$ cat src/rtl/gen_rv_fifo.sv
// Valid/ready FIFO with first-word-fall-through read port, 2^AW entries of DW bits.
// Also reports accepted enqueue/dequeue pulses and the current occupancy.
module gen_rv_fifo #(
  parameter int DW = 32,
  parameter int AW = 3
) (
  input  logic          CLK,
  input  logic          RSTn,
  input  logic          enq_valid,
  output logic          enq_ready,
  input  logic [DW-1:0] enq_data,
  output logic          deq_valid,
  input  logic          deq_ready,
  output logic [DW-1:0] deq_data,
  input  logic          flush,
  output logic          push,
  output logic          pop,
  output logic [AW:0]   cnt
);

  localparam int DEPTH = 1 << AW;

  logic [DW-1:0] mem [DEPTH];
  logic [AW:0]   rd_ptr;
  logic [AW:0]   wr_ptr;
  logic          empty;
  logic          full;

  assign empty     = (rd_ptr == wr_ptr);
  assign full      = (rd_ptr[AW-1:0] == wr_ptr[AW-1:0]) && (rd_ptr[AW] != wr_ptr[AW]);
  assign enq_ready = ~full;
  assign deq_valid = ~empty;
  assign cnt       = wr_ptr - rd_ptr;
  assign deq_data  = mem[rd_ptr[AW-1:0]];

  // Flush suppresses both handshakes so the occupancy counter downstream stays in step.
  assign push = enq_valid & enq_ready & ~flush;
  assign pop  = deq_valid & deq_ready & ~flush;

  always_ff @(posedge CLK or negedge RSTn) begin
    if (!RSTn) begin
      rd_ptr <= '0;
      wr_ptr <= '0;
    end else if (flush) begin
      rd_ptr <= '0;
      wr_ptr <= '0;
    end else begin
      if (push) wr_ptr <= wr_ptr + 1'b1;
      if (pop)  rd_ptr <= rd_ptr + 1'b1;
    end
  end

  // Storage has no reset; contents are only observable once a pointer says they are valid.
  always_ff @(posedge CLK) begin
    if (push) mem[wr_ptr[AW-1:0]] <= enq_data;
  end

endmodule

$ cat config.mk
export PLATFORM = sky130hd
export DESIGN_NAME = gen_rv_fifo
export DESIGN_NICKNAME = d
export VERILOG_FILES = /design/src/rtl/gen_rv_fifo.sv
export SDC_FILE = /design/constraint.sdc
export NUM_CORES = 1
export LEC_CHECK = 0
export CORE_MARGIN = 1
export CORE_UTILIZATION = 40
export CTS_CLUSTER_SIZE = 40
export DETAILED_ROUTE_END_ITERATION = 16
export DONT_BUFFER_PORTS = 1
export RECOVER_POWER = 50
export SYNTH_ARGS = -nofsm -noshare
export SYNTH_HDL_FRONTEND = slang
export SYNTH_SLANG_ARGS = --single-unit
$ cat constraint.sdc
create_clock -name CLK -period 9.2 [get_ports CLK]
set_input_delay 0.46 -clock CLK [delete_from_list [all_inputs] [get_ports CLK]]
set_output_delay 0.46 -clock CLK [all_outputs]
set_load 0.01 [all_outputs]
### Word level (Yosys, flattened, before mapping)

Memory sizes are Yosys's and may differ from the RTL's.
Cells that the tools add are included.
W data, S select, Z words.

| word-level totals | value |
|---|---|
| bits of input ports | 37 |
| register bits after elaboration | 8 |
| memories kept | 1 |
| logic and storage cells | 25 |
| output and inout port bits | 40 |
| bits in writable memories | 256 |

Memories:

| name | depth | width | read ports | clocked after Yosys merged registers in | write ports | RTL line | text |
|---|---|---|---|---|---|---|---|
| mem | 8 | 32 | 1 | 0 | 1 | 23 | `logic [DW-1:0] mem [DEPTH];` |

| cells by class | value |
|---|---|
| bitwise logic cells | 7 |
| reductions and logical operators | 3 |
| multiplexer cells | 6 |
| equality and inequality tests | 3 |
| add/sub/neg operators | 3 |

Operator list:

| cell | number |
|---|---|
| $mux W4 | 4 |
| $add A4 B1 Y4 const B | 2 |
| $and A1 B1 Y1 | 4 |
| $eq A4 B4 Y1 | 1 |
| $reduce_bool A2 Y1 | 2 |
| $sub A4 B4 Y4 | 1 |
| $eq A3 B3 Y1 | 1 |
| $not A1 Y1 | 3 |
| $mux W1 | 2 |
| $logic_and A1 B1 Y1 | 1 |
| $ne A1 B1 Y1 | 1 |

### Depth between registers and ports, before layout

Gate-level depths: netlist of run 1.

| depth | value |
|---|---|
| depth after elaboration | 7 |
| depth in mapped cells | 8 |
| gate-level depth less buffers | 6 |

### Least setup slack after synthesis of run 1

Ideal clock, no wire load.

| path | value |
|---|---|
| path kind | reg2reg |
| from | register rd_ptr[2] |
| to | memory mem[0][0] (enable) |
| buffers on the path | 2 |
| data required time | 8.739 ns |
| library setup time | 0.461 ns |
| clock period less this slack | 4.558 ns |
| data arrival time | 4.097 ns |
| cell stages (with the launch flop) | 9 |
| slack | 4.642 ns |
| path through | dfrtp_1 clkbuf_1 clkinv_1 clkbuf_1 ha_1 nand3_1 o21ai_2 or3_4 nor3_1 |

| on the way | value |
|---|---|
| word-level cells in the longest chain between the ends | 7 |

RTL lines:

| element | RTL line | text |
|---|---|---|
| from (decl) | 24 | `logic [AW:0] rd_ptr;` |
| from (signal assigned) | 49 | `if (pop) rd_ptr <= rd_ptr + 1'b1;` |
| $eq A3 B3 Y1 | 30 | `assign full = (rd_ptr[AW-1:0] == wr_ptr[AW-1:0]) && (rd_ptr[AW] != wr_ptr[AW]);` |
| $logic_and A1 B1 Y1 | 30 |  |
| $not A1 Y1 | 31 | `assign enq_ready = ~full;` |
| $and A1 B1 Y1 (2 in series) | 37 | `assign push = enq_valid & enq_ready & ~flush;` |
| $mux W1 | 55 | `if (push) mem[wr_ptr[AW-1:0]] <= enq_data;` |
| $mux W1 (implied by the code) | 55 |  |
| to (decl) | 23 |  |

No other way between the ends.

### Final worst setup path of run 1

| path | value |
|---|---|
| from | register rd_ptr[0] |
| to | output deq_data[3] |

| on the way | value |
|---|---|
| word-level cells in the longest chain between the ends | 1 |

RTL lines:

| element | RTL line | text |
|---|---|---|
| $mem_v2 Z8 W32 | -- |  |
| to (decl) | 14 | `output logic [DW-1:0] deq_data,` |

No other way between the ends.

==> reports/results.md, run 1 <==
| Item | This run | Unit |
| --- | --- | --- |
| RSZ-0062 raised after global routing | no | - |
| Number of endpoints failing setup at the final stage | 0 | - |
| Count leader, synth | sky130_fd_sc_hd__edfxtp_1 | - |
| Number of nets with antenna violations after detailed routing | 0 | - |
| CP bufs+invs | 1 | - |
| First-pass GRT wire length | 30.13 | mm |
| Crit path DAT | 3.88 | ns |
| Vias post-DR | 4691 | - |
| Initial cell density of the core | 40.68 | % |
| Height of the die | 161.8 | µm |
| H-tree depth | 1 | - |
| Clock tree root driver cell | sky130_fd_sc_hd__clkbuf_16 | - |
| Overall Global Routing Usage | 15.18 | % |
| Number of fill cells in the layout | 2158 | - |
| CP Capture Type | output port | - |
| Actual transition at the worst max-transition pin | 1.931 | ns |
| Max incr delay on CP | 1.64 | ns |
| CP Data Required Time | 8.74 | ns |
| VDD IR-drop max | 0.1107 | mV |
| Crit path launch type | register | - |
| Pre-CTS WS | 5.518 | ns |
| Most common flop cell mapped by yosys | sky130_fd_sc_hd__edfxtp_1 | - |
| Number of nets in the layout | 586 | - |
| TritonRoute pass-1 iters | 4 | - |
| CTS tree | built | - |
| Number of buffers added for setup after CTS | 0 | - |
| Wire per inst | 21.42 | µm |
| Initial antenna violation count | 1 | - |
| Post-Synthesis Cells | 509 | - |
| Total overflow reported by the global router | 0 | - |
| Horizontal die dimension | 161.8 | µm |
| Via count of the first global-routing pass | 5027 | - |
| Fin cells | 893 | - |
| Num Clock Sinks | 264 | - |
| Number of hold buffers added after CTS | 22 | - |
| Final setup slack of the worst path | 4.864 | ns |
| Clock transition at the registers of the reported paths | 0.06 | ns |
| Detail Placement HPWL | 10.75 | mm |
| Worst path cell trace | buf_4 > mux4_2 > nand2_1 > nand2_1 | - |
| Post-detailed-route DRC marker count | 0 | - |
| Via count normalized by instance count | 5.253 | - |
| Violation count after the first detailed-route iteration | 318 | - |
| Number of warnings printed during yosys synthesis | 0 | - |
| Cell type with the highest aggregate area in the netlist | sky130_fd_sc_hd__edfxtp_1 | - |
| Result of the run | finished, violations left | - |
| Setup TNS after final layout | 0 | ns |
| Syn Std Cell Area | 10210 | µm² |
| Pin count of the biggest net entering global routing | 70 | - |
| Placed Area | 10620 | µm² |
| Area growth, synth to finish | 13.89 | % |
| Tightest Hold Check Type | in2reg | - |
| Maximum buffer depth of the clock tree | 3 | - |
| Final-report hold violation count | 0 | - |
| Cell total after placement | 822 | - |
| Number of gates given a new drive strength after cts | 0 | - |
| Number of buffers created by CTS | 27 | - |
| Final estimated routing congestion in global placement | 0.7667 | - |
| Proportion of register bits with asynchronous set or reset after synthesis | 3.030 | % |
| Final Skew | 0.02389 | ns |
| Critical path start-end classification | reg2out | - |
| Number of flops mapped to enable cells by yosys | 256 | - |
| Power per Cell Area | 227.9 | nW/µm² |
| Failing checks | max-capacitance violations, max-slew violations | - |
| Num rows | 58 | - |
| Max-slew violation total from the final report | 33 | - |
| Die outline area | 26180 | µm² |
| Post-synthesis sequential area ratio | 77.23 | % |
| Crit path top cell by count | sky130_fd_sc_hd__nand2_1 | - |
| Avg Cell Area, Syn | 20.07 | µm² |
| Cell types with the highest counts after synthesis | 256 x sky130_fd_sc_hd__edfxtp_1, 102 x sky130_fd_sc_hd__nand2_1, 64 x sky130_fd_sc_hd__mux4_2 | - |
| Final design utilization | 46.33 | % |
| Top cell family by delay on the critical path | flip-flops | - |
| Cells taking the most area after synthesis | sky130_fd_sc_hd__edfxtp_1 75%, sky130_fd_sc_hd__mux4_2 14%, sky130_fd_sc_hd__nand2_1 3.7%, sky130_fd_sc_hd__dfrtp_1 2.0%, sky130_fd_sc_hd__ha_1 0.61% | - |
| Net count of the mapped netlist | 552 | - |
| Final worst path period need | 4.336 | ns |
| Static leakage | 3.710 | nW |
| Number of unique standard cell types used by synthesis | 29 | - |
| Achievable frequency | 0.2306 | GHz |
| Maximum fanout count along the critical path | 37 | - |
| Area of the core | 25110 | µm² |
| Cell area after layout | 11630 | µm² |
| Port Buf Inserts | 0 | - |
| Part of the cycle the worst path needs | 47.13 | % |
| Worst slew slack as a fraction of its limit | -28.70 | % |
| Cell with the biggest individual delay on the critical path | sky130_fd_sc_hd__dfrtp_1 | - |
| FF+latch count, synth | 264 | - |
| Top cell type's share of synthesized area | 75.27 | % |
| Clock insertion delay at the later pin of the skew report | 0.54 | ns |
| Io pins | 77 | - |
| Number of max-cap violations | 1 | - |
| Worst hold slack across all endpoints | 0.03320 | ns |
| Fraction of final layout cells with drive strength greater than 1 | 20.82 | % |
| Total wire length after detailed routing | 19.12 | mm |
| Total Power Consumption | 2.651 | mW |
==> worst paths after layout <==
| kind | startpoint | end | cells past startpoint | slack (ns) |
|---|---|---|---|---|
| worst max-delay path | rd_ptr[0]$_DFFE_PN0P_ | deq_data[3] | 4 | 4.86 |
| worst min-delay path | enq_data[4] | mem[7][4]$_DFFE_PP_ | 0 | 0.03 |
| worst max register to register | rd_ptr[0]$_DFFE_PN0P_ | mem[5][8]$_DFFE_PP_ | 5 | 4.90 |
| worst min register to register | wr_ptr[3]$_DFFE_PN0P_ | wr_ptr[3]$_DFFE_PN0P_ | 2 | 0.64 |
| max in group asynchronous | RSTn | rd_ptr[1]$_DFFE_PN0P_ | 1 | 8.58 |
| min in group asynchronous | RSTn | rd_ptr[3]$_DFFE_PN0P_ | 1 | 0.30 |
==> routing by layer <==
layer | vias up | GRT usage [%] | part of all wire [%]
met1 | 2451 | 19.16 | 41
met5 | - | 0 | 0
met2 | 124 | 26.34 | 51
met3 | 33 | 3.652 | 5.8
met4 | 0 | 3.731 | 1.9
li1 | 2083 | - | -
==> state kept, by name (all words and copies together) (netlist names) <==
name and cells:
mem 256, wr_ptr 4, rd_ptr 4
==> power by group <==
part	internal (mW)	switching [mW]	total, mW
logic	0.147	0.134	0.281
clock network	0.561	0.429	0.990
registers	1.34	0.0421	1.38
==> layout make-up <==
| class | instances | area [µm²] | area share [%] |
|---|---|---|---|
| Sequential cell | 264 | 7893 | 67.85 |
| Clock buffer | 30 | 686.9 | 5.905 |
| Clock inverter | 18 | 110.1 | 0.9465 |
| Antenna cell | 1 | 2.502 | 0.02151 |
| Timing Repair Buffer | 27 | 257.7 | 2.216 |
| Multi-Input combinational cell | 216 | 2243 | 19.29 |
| Inverter | 7 | 26.28 | 0.2259 |
| Tap cell | 330 | 412.9 | 3.550 |
==> layout by cell type, fill, tap and decap left out, types with 3 or more instances in the layout <==
cell type	n
sky130_fd_sc_hd__nor2_1	9
sky130_fd_sc_hd__clkbuf_1	3
sky130_fd_sc_hd__clkinv_1	11
sky130_fd_sc_hd__edfxtp_1	256
sky130_fd_sc_hd__xnor2_1	6
sky130_fd_sc_hd__nand2_1	102
sky130_fd_sc_hd__xor2_1	3
sky130_fd_sc_hd__dlygate4sd3_1	22
sky130_fd_sc_hd__nor2_4	6
sky130_fd_sc_hd__a21oi_1	4
sky130_fd_sc_hd__dfrtp_1	6
sky130_fd_sc_hd__buf_4	5
sky130_fd_sc_hd__clkbuf_16	27
sky130_fd_sc_hd__inv_1	6
sky130_fd_sc_hd__clkinv_2	5
sky130_fd_sc_hd__mux4_2	64
sky130_fd_sc_hd__ha_1	5
==> logic make-up (layout without fill, tap and decap cells) <==
group | count (synthesis) | after routing | synth area share (%)
AO/OA/AOI/OAI | 9 | 9 | 0.5512
XOR/XNOR | 10 | 10 | 0.9311
adder cells (fa/ha/maj) | 6 | 6 | 0.8085
buffers and inverters | 29 | 82 | 1.323
flip-flops | 264 | 264 | 77.23
multiplexers | 65 | 65 | 14.21
other | 0 | 1 | 0
AND/OR/NAND/NOR | 126 | 126 | 4.949
==> worst register-to-register path, delay by kind of cell, from the launching register on <==
family / cells / cell delay [ns]
simple gates: 3 / 1.55
fa+ha+maj: 1 / 0.49
flops: 1 / 1.64
compound gates: 1 / 0.22
No activity file was read; power rests on OpenSTA's default activity.
==> inputs of run 2 (changes only) <==
Settings changed: ABC_AREA set to 1.
Clock period 9.2 ns to 4.5 ns, I/O delays scaled along.
==> run 2 against run 1 <==
The run still ends with max-capacitance violations, max-slew violations left. Clock power increased by 130%. Non-clock buffer count is 25 higher. Synthesized area up 6.2%. Power grew 120%. Critical endpoint is now deq_data[28]. Largest cell class unchanged.
==> reports/results.md, run 2 <==
| Item | This run | Unit | vs previous |
| --- | --- | --- | --- |
| Result of the run | finished, violations left | - | unchanged |
| Failing checks | max-capacitance violations, max-slew violations | - | unchanged |
| Final worst path period need | 3.565 | ns |  |
| TritonRoute pass-1 iters | 5 | - | was 4 |
| Clock transition at the registers of the reported paths | 0.06 | ns | about the same |
| Post-detailed-route DRC marker count | 0 | - | unchanged |
| Most common cell after layout, fill and taps aside | sky130_fd_sc_hd__nor2_1 | - | was sky130_fd_sc_hd__edfxtp_1 |
| Cell area after layout | 12460 | µm² | was 11630 µm² |
| Number of unique standard cell types used by synthesis | 22 | - | was 29 |
| Number of gates given a new drive strength after cts | 0 | - | unchanged |
| Max incr delay on CP | 1.11 | ns | was 1.64 ns |
| Height of the die | 166.7 | µm | was 161.8 µm |
| Clock insertion delay at the later pin of the skew report | 0.55 | ns | was 0.54 ns |
| Most common flop cell mapped by yosys | sky130_fd_sc_hd__edfxtp_1 | - | unchanged |
| Actual transition at the worst max-transition pin | 1.737 | ns | was 1.931 ns |
| Final estimated routing congestion in global placement | 0.7599 | - | was 0.7667 |
| H-tree depth | 1 | - | unchanged |
| Initial antenna violation count | 1 | - | unchanged |
| Number of warnings printed during yosys synthesis | 0 | - | unchanged |
| Most frequent cells in the layout | 262 x sky130_fd_sc_hd__nor2_1, 256 x sky130_fd_sc_hd__edfxtp_1, 192 x sky130_fd_sc_hd__nand2_1 | - | was 256 x sky130_fd_sc_hd__edfxtp_1, 102 x sky130_fd_sc_hd__nand2_1, 64 x sky130_fd_sc_hd__mux4_2 |
| Clock tree root driver cell | sky130_fd_sc_hd__clkbuf_16 | - | unchanged |
| First-pass GRT wire length | 37.44 | mm | was 30.13 mm |
| Max-slew violation total from the final report | 151 | - | was 33 |
| Worst slew slack as a fraction of its limit | -15.81 | % | was -28.70% |
| Maximum fanout count along the critical path | 80 | - | was 37 |
| Number of max-cap violations | 2 | - | was 1 |
| Placed Area | 11190 | µm² | was 10620 µm² |
| Pin count of the biggest net entering global routing | 85 | - | was 70 |
| Die outline area | 27780 | µm² | was 26180 µm² |
| Number of nets in the layout | 1024 | - | was 586 |
| Count leader, synth | sky130_fd_sc_hd__nor2_1 | - | was sky130_fd_sc_hd__edfxtp_1 |
| Area of the core | 26350 | µm² | was 25110 µm² |
| Crit path top cell by count | sky130_fd_sc_hd__nand2_1 | - | unchanged |
| Port Buf Inserts | 0 | - | unchanged |
| Via count of the first global-routing pass | 6545 | - | was 5027 |
| Initial cell density of the core | 41.15 | % | was 40.68% |
| Fraction of final layout cells with drive strength greater than 1 | 6.673 | % | was 20.82% |
| Post-Synthesis Cells | 952 | - | was 509 |
| Maximum buffer depth of the clock tree | 3 | - | unchanged |
| Fin cells | 1340 | - | was 893 |
| Number of flops mapped to enable cells by yosys | 256 | - | unchanged |
| Overall Global Routing Usage | 17.09 | % | was 15.18% |
| Io pins | 77 | - | unchanged |
| Violation count after the first detailed-route iteration | 505 | - | was 318 |
| Cells taking the most area after synthesis | sky130_fd_sc_hd__edfxtp_1 71%, sky130_fd_sc_hd__nor2_1 9.3%, sky130_fd_sc_hd__nand2_1 6.6%, sky130_fd_sc_hd__o21ai_0 4.2%, sky130_fd_sc_hd__dfrtp_1 1.8% | - | was sky130_fd_sc_hd__edfxtp_1 75%, sky130_fd_sc_hd__mux4_2 14%, sky130_fd_sc_hd__nand2_1 3.7%, sky130_fd_sc_hd__dfrtp_1 2.0%, sky130_fd_sc_hd__ha_1 0.61% |
| Crit path launch type | register | - | unchanged |
| Number of buffers created by CTS | 29 | - | was 27 |
| Post-synthesis sequential area ratio | 72.73 | % | was 77.23% |
| Static leakage | 4.521 | nW | was 3.710 nW |
| Critical path start-end classification | reg2out | - | unchanged |
| Num Clock Sinks | 264 | - | unchanged |
| Worst path cell trace | buf_4 > clkinv_2 > clkbuf_2 > o21ai_0 > nand2_1 > nand2_1 > nand2_1 | - | was buf_4 > mux4_2 > nand2_1 > nand2_1 |
| Power per Cell Area | 466.1 | nW/µm² | was 227.9 nW/µm² |
| Final Skew | 0.01291 | ns | was 0.02389 ns |
| Net count of the mapped netlist | 995 | - | was 552 |
| Syn Std Cell Area | 10850 | µm² | was 10210 µm² |
| Number of endpoints failing setup at the final stage | 0 | - | unchanged |
| Final-report hold violation count | 0 | - | unchanged |
| Setup TNS after final layout | 0 | ns | unchanged |
| Total wire length after detailed routing | 23.54 | mm | was 19.12 mm |
| Cell with the biggest individual delay on the critical path | sky130_fd_sc_hd__clkbuf_2 | - | was sky130_fd_sc_hd__dfrtp_1 |
| Wire per inst | 17.57 | µm | was 21.42 µm |
| Via count normalized by instance count | 5.038 | - | was 5.253 |
| Cell total after placement | 1249 | - | was 822 |
| CP Capture Type | output port | - | unchanged |
| CP Data Required Time | 4.28 | ns | was 8.74 ns |
| Number of fill cells in the layout | 2352 | - | was 2158 |
| Vias post-DR | 6751 | - | was 4691 |
| Proportion of register bits with asynchronous set or reset after synthesis | 3.030 | % | unchanged |
| Tightest Hold Check Type | in2async | - | was in2reg |
| VDD IR-drop max | 0.3019 | mV | was 0.1107 mV |
| Detail Placement HPWL | 12.80 | mm | was 10.75 mm |
| Avg Cell Area, Syn | 11.39 | µm² | was 20.07 µm² |
| RSZ-0062 raised after global routing | no | - | unchanged |
| Part of the cycle the worst path needs | 79.23 | % |  |
| CTS tree | built | - | unchanged |
| Horizontal die dimension | 166.7 | µm | was 161.8 µm |
| Cell types with the highest counts after synthesis | 269 x sky130_fd_sc_hd__nor2_1, 256 x sky130_fd_sc_hd__edfxtp_1, 192 x sky130_fd_sc_hd__nand2_1 | - | was 256 x sky130_fd_sc_hd__edfxtp_1, 102 x sky130_fd_sc_hd__nand2_1, 64 x sky130_fd_sc_hd__mux4_2 |
| Num rows | 59 | - | was 58 |
| Achievable frequency | 0.2805 | GHz |  |
| Area growth, synth to finish | 14.87 | % | was 13.89% |
| FF+latch count, synth | 264 | - | unchanged |
| Number of nets with antenna violations after detailed routing | 0 | - | unchanged |
| Total overflow reported by the global router | 0 | - | unchanged |
| Top cell type's share of synthesized area | 70.88 | % | was 75.27% |
| Crit path DAT | 3.34 | ns | was 3.88 ns |
| Cell type with the highest aggregate area in the netlist | sky130_fd_sc_hd__edfxtp_1 | - | unchanged |
| Max FFs per register | 256 | - | unchanged |
[run 2: changes by cell type after synthesis, moves of 4 or more]
cell                       change
sky130_fd_sc_hd__nand3_1      +11
sky130_fd_sc_hd__buf_2        +16
sky130_fd_sc_hd__buf_6         +6
sky130_fd_sc_hd__nor2_1      +254
sky130_fd_sc_hd__clkbuf_1      +7
sky130_fd_sc_hd__o21ai_0      +90
sky130_fd_sc_hd__xnor2_1       -5
sky130_fd_sc_hd__nand2_1      +90
sky130_fd_sc_hd__clkbuf_2      +4
sky130_fd_sc_hd__inv_1         +4
sky130_fd_sc_hd__mux4_2       -64
sky130_fd_sc_hd__o21ai_1      +38
sky130_fd_sc_hd__nand4_1       +6
[run 2: critical path, delay by kind of cell (launching register included)]
| kind | cells | cell delay [ns] |
|---|---|---|
| buf+inv | 3 | 1.53 |
| simple gates | 3 | 0.40 |
| flops | 1 | 0.47 |
| compound gates | 1 | 0.31 |
[run 2: cell type report]
type                       count  area [µm²]  share of cell area [%]
tap                          335       419.2                   3.364
timing repair buffer          52       513.0                   4.118
inverter                      12       46.29                  0.3716
sequential                   264        7894                   63.36
antenna                        1       2.502                 0.02009
clock buffer                  34       744.5                   5.976
clock inverter                20       172.7                   1.386
multi-input combinational    622        2666                   21.40
[run 2: path summary, 6_finish.rpt]
| path | endpoint | cells past startpoint | slack, ns | start |
|---|---|---|---|---|
| max | deq_data[28] | 7 | 0.93 | rd_ptr[0]$_DFFE_PN0P_ |
| min | rd_ptr[1]$_DFFE_PN0P_ | 1 | 0.05 | RSTn |
| max reg2reg | mem[1][15]$_DFFE_PP_ | 8 | 1.22 | wr_ptr[0]$_DFFE_PN0P_ |
| min reg2reg | rd_ptr[3]$_DFFE_PN0P_ | 2 | 0.58 | rd_ptr[3]$_DFFE_PN0P_ |
| max in group asynchronous | rd_ptr[0]$_DFFE_PN0P_ | 1 | 4.12 | RSTn |
| min in group CLK | wr_ptr[0]$_DFFE_PN0P_ | 2 | 0.08 | enq_valid |
[run 2: report_power, final]
group / switching, mW / total (mW) / internal, mW
registers: 0.0121 / 2.75 / 2.74
clock network: 0.927 / 2.27 / 1.35
logic: 0.576 / 0.783 / 0.207
[run 2: layer usage]
metal  vias up  GRT usage [%]  part of all wire (%)
met5         -              0                     0
li1       3309              -                     -
met3        34          3.470                   4.7
met2       149          26.82                    46
met1      3259          24.42                    48
met4         0          4.066                   1.9
[run 2: cell families after synthesis]
logic type	count (synthesis)	share of synthesized area, %
fa+ha+maj	6	0.7614
xor+xnor	4	0.3231
compound gates	130	5.999
flops	264	72.73
buf+inv	66	3.173
simple gates	482	17.02
[run 2: stage by stage]
stage | utilization, % | total power [mW] | setup WS (ns) | hold WS [ns]
2_1_floorplan | - | 3.393 | 0.9704 | -0.07059
3_3_place_gp | 42.46 | 3.537 | 1.494 | -0.07033
3_5_place_dp | 42.46 | 3.543 | 1.427 | -0.07036
4_1_cts | 47.31 | 5.872 | 1.213 | 0.04293
5_1_grt | 47.27 | 6.060 | 0.5983 | 0.05850
6_report | 47.27 | 5.807 | 0.9345 | 0.05481
[run 2: what timing repair did]
item / 4_1_cts / 5_1_grt
endpoints found under the setup margin: 0 / 0
hold buffers: 36 / 0
endpoints found under the hold margin: 272 / 0
setup buffers: 0 / 0
==> inputs of run 3 (changes only) <==
Clock period 4.5 ns to 3.6 ns, I/O delays scaled along.
==> run 3 against run 2 <==
The run still ends with max-capacitance violations, max-slew violations left. Via count grew 0.30%. Non-clock buffer count grew 3. Combinational power grew 26%. Routed wire length grew 1.8%. Power grew 24%. Sequential share of layout area shrank 0.064 points. Design area grew 0.10%. Die area is the same. Final cell count grew 0.15%. Clock power grew 21%. Flip-flop and latch count is the same.
==> reports/results.md, run 3 (synthesis results as in run 2) <==
| Item | This run | Unit | vs previous |
| --- | --- | --- | --- |
| Result of the run | finished, violations left | - | unchanged |
| Failing checks | max-capacitance violations, max-slew violations | - | unchanged |
| Max incr delay on CP | 0.66 | ns | was 1.11 ns |
| Height of the die | 166.7 | µm | unchanged |
| Worst hold slack across all endpoints | 0.02214 | ns | was 0.05481 ns |
| Most frequent cells in the layout | 261 x sky130_fd_sc_hd__nor2_1, 256 x sky130_fd_sc_hd__edfxtp_1, 192 x sky130_fd_sc_hd__nand2_1 | - | was 262 x sky130_fd_sc_hd__nor2_1, 256 x sky130_fd_sc_hd__edfxtp_1, 192 x sky130_fd_sc_hd__nand2_1 |
| H-tree depth | 1 | - | unchanged |
| Max FFs per register | 256 | - | unchanged |
| Horizontal die dimension | 166.7 | µm | unchanged |
| Launch point of the worst reg-to-reg path | rd_ptr[0]$_DFFE_PN0P_ | - | was wr_ptr[0]$_DFFE_PN0P_ |
| Worst path cell trace | buf_4 > buf_4 > nor2_1 > nor2_1 > o21ai_0 > nand2_1 > nand2_1 > nand2_1 | - | was buf_4 > clkinv_2 > clkbuf_2 > o21ai_0 > nand2_1 > nand2_1 > nand2_1 |
| Clock transition at the registers of the reported paths | 0.06 | ns | about the same |
| Detail Placement HPWL | 12.86 | mm | was 12.80 mm |
| Area of the core | 26350 | µm² | unchanged |
| First-pass GRT wire length | 37.76 | mm | was 37.44 mm |
| Via count of the first global-routing pass | 6525 | - | was 6545 |
| Number of nets with antenna violations after detailed routing | 0 | - | unchanged |
| Io pins | 77 | - | unchanged |
| Crit path top cell by count | sky130_fd_sc_hd__nand2_1 | - | unchanged |
| Area growth, synth to finish | 14.99 | % | was 14.87% |
| Fin cells | 1342 | - | was 1340 |
| Fraction of final layout cells with drive strength greater than 1 | 6.687 | % | was 6.673% |
| Placed Area | 11240 | µm² | was 11190 µm² |
| Crit path DAT | 3.09 | ns | was 3.34 ns |
| Cell total after placement | 1252 | - | was 1249 |
| Number of max-cap violations | 1 | - | was 2 |
| Crit path launch type | register | - | unchanged |
| Setup TNS after final layout | 0 | ns | unchanged |
| VDD IR-drop max | 0.2696 | mV | was 0.3019 mV |
| Worst slew slack as a fraction of its limit | -18.67 | % | was -15.81% |
| Number of endpoints failing setup at the final stage | 0 | - | unchanged |
| CP Data Required Time | 3.42 | ns | was 4.28 ns |
| Pin count of the biggest net entering global routing | 70 | - | was 85 |
| Max-slew violation total from the final report | 70 | - | was 151 |
| Tightest Hold Check Type | in2async | - | unchanged |
| Maximum buffer depth of the clock tree | 3 | - | unchanged |
| Number of gates given a new drive strength after cts | 0 | - | unchanged |
| Final-report hold violation count | 0 | - | unchanged |
| Power per Cell Area | 575.7 | nW/µm² | was 466.1 nW/µm² |
| Number of nets in the layout | 1026 | - | was 1024 |
| Final Skew | 0.01237 | ns | was 0.01291 ns |
| Number of buffers created by CTS | 28 | - | was 29 |
| Via count normalized by instance count | 5.045 | - | was 5.038 |
| Number of buffers added for setup after CTS | 0 | - | unchanged |
| Num rows | 59 | - | unchanged |
| Static leakage | 4.517 | nW | was 4.521 nW |
| Actual transition at the worst max-transition pin | 1.780 | ns | was 1.737 ns |
| RSZ-0062 raised after global routing | no | - | unchanged |
| Part of the cycle the worst path needs | 90.96 | % |  |
| Clock tree root driver cell | sky130_fd_sc_hd__clkbuf_16 | - | unchanged |
| Num Clock Sinks | 264 | - | unchanged |
| CTS tree | built | - | unchanged |
| Achievable frequency | 0.3054 | GHz |  |
| Final design utilization | 47.32 | % | was 47.27% |
| Total overflow reported by the global router | 0 | - | unchanged |
| Final estimated routing congestion in global placement | 0.7792 | - | was 0.7599 |
| Port Buf Inserts | 0 | - | unchanged |
| Die outline area | 27780 | µm² | unchanged |
| Overall Global Routing Usage | 17.44 | % | was 17.09% |
| Clock insertion delay at the later pin of the skew report | 0.54 | ns | was 0.55 ns |
| Final worst path period need | 3.274 | ns |  |
| Most common cell after layout, fill and taps aside | sky130_fd_sc_hd__nor2_1 | - | unchanged |
| Startpoint of the worst setup timing path | rd_ptr[0]$_DFFE_PN0P_ | - | unchanged |
| CP Capture Type | output port | - | unchanged |
| Cell with the biggest individual delay on the critical path | sky130_fd_sc_hd__buf_4 | - | was sky130_fd_sc_hd__clkbuf_2 |
| Number of fill cells in the layout | 2328 | - | was 2352 |
| Post-detailed-route DRC marker count | 0 | - | unchanged |
| Vias post-DR | 6771 | - | was 6751 |
| Initial antenna violation count | 5 | - | was 1 |
| TritonRoute pass-1 iters | 7 | - | was 5 |
| Initial cell density of the core | 41.15 | % | unchanged |
| Total wire length after detailed routing | 23.98 | mm | was 23.54 mm |
| Maximum fanout count along the critical path | 60 | - | was 80 |
| Critical path start-end classification | reg2out | - | unchanged |
| Wire per inst | 17.87 | µm | was 17.57 µm |
| Violation count after the first detailed-route iteration | 620 | - | was 505 |
| Cell area after layout | 12470 | µm² | was 12460 µm² |
[run 3: area by class of cell]
cell class	count	area, µm²	share of cell area (%)
clock buffer	37	755.7	6.060
multi-input combinational	622	2674	21.44
clock inverter	12	111.4	0.8929
sequential	264	7894	63.30
tap	335	419.2	3.361
antenna	5	12.51	0.1003
timing repair buffer	55	558.0	4.475
inverter	12	46.29	0.3712
[run 3: final timing paths]
kind	endpoint	slack, ns	cells after the start
setup reg to reg	mem[7][15]$_DFFE_PP_	0.53	7
hold / removal	rd_ptr[3]$_DFFE_PN0P_	0.02	1
hold reg to reg	rd_ptr[3]$_DFFE_PN0P_	0.62	2
min in group CLK	wr_ptr[0]$_DFFE_PN0P_	0.07	2
setup / recovery	deq_data[13]	0.33	8
max in group asynchronous	rd_ptr[0]$_DFFE_PN0P_	3.23	1
[run 3: report_power, final]
group	switching [mW]	total, mW	internal, mW
registers	0.0379	3.46	3.42
clock network	1.13	2.74	1.61
logic	0.712	0.984	0.272
[run 3: worst max-delay path, delay by kind of cell, from the launching register on]
family          cells  cell delay [ns]
buf+inv             2             1.21
simple gates        5             0.51
compound gates      1             0.17
flops               1             0.64
[run 3: repair_timing]
item                                    in CTS  in global routing
endpoints found under the setup margin       0                  0
hold buffers                                36                  0
hold endpoints to repair                   272                  0
[run 3: per-layer routing]
layer | track usage, % | up-vias | routed length (µm)
met5 | 0 | - | 0
met3 | 3.802 | 30 | 1524
li1 | - | 3314 | -
met4 | 4.549 | 0 | 323
met1 | 24.93 | 3272 | 11330
met2 | 27.00 | 155 | 10790
[run 3: metrics by stage]
step	setup slack, ns	power [mW]
after global routing	0.04756	7.492
after CTS	0.3065	7.241
after floorplan	0.07042	4.241
final	0.3255	7.179
after detailed placement	0.5625	4.448
after global placement	0.5882	4.439
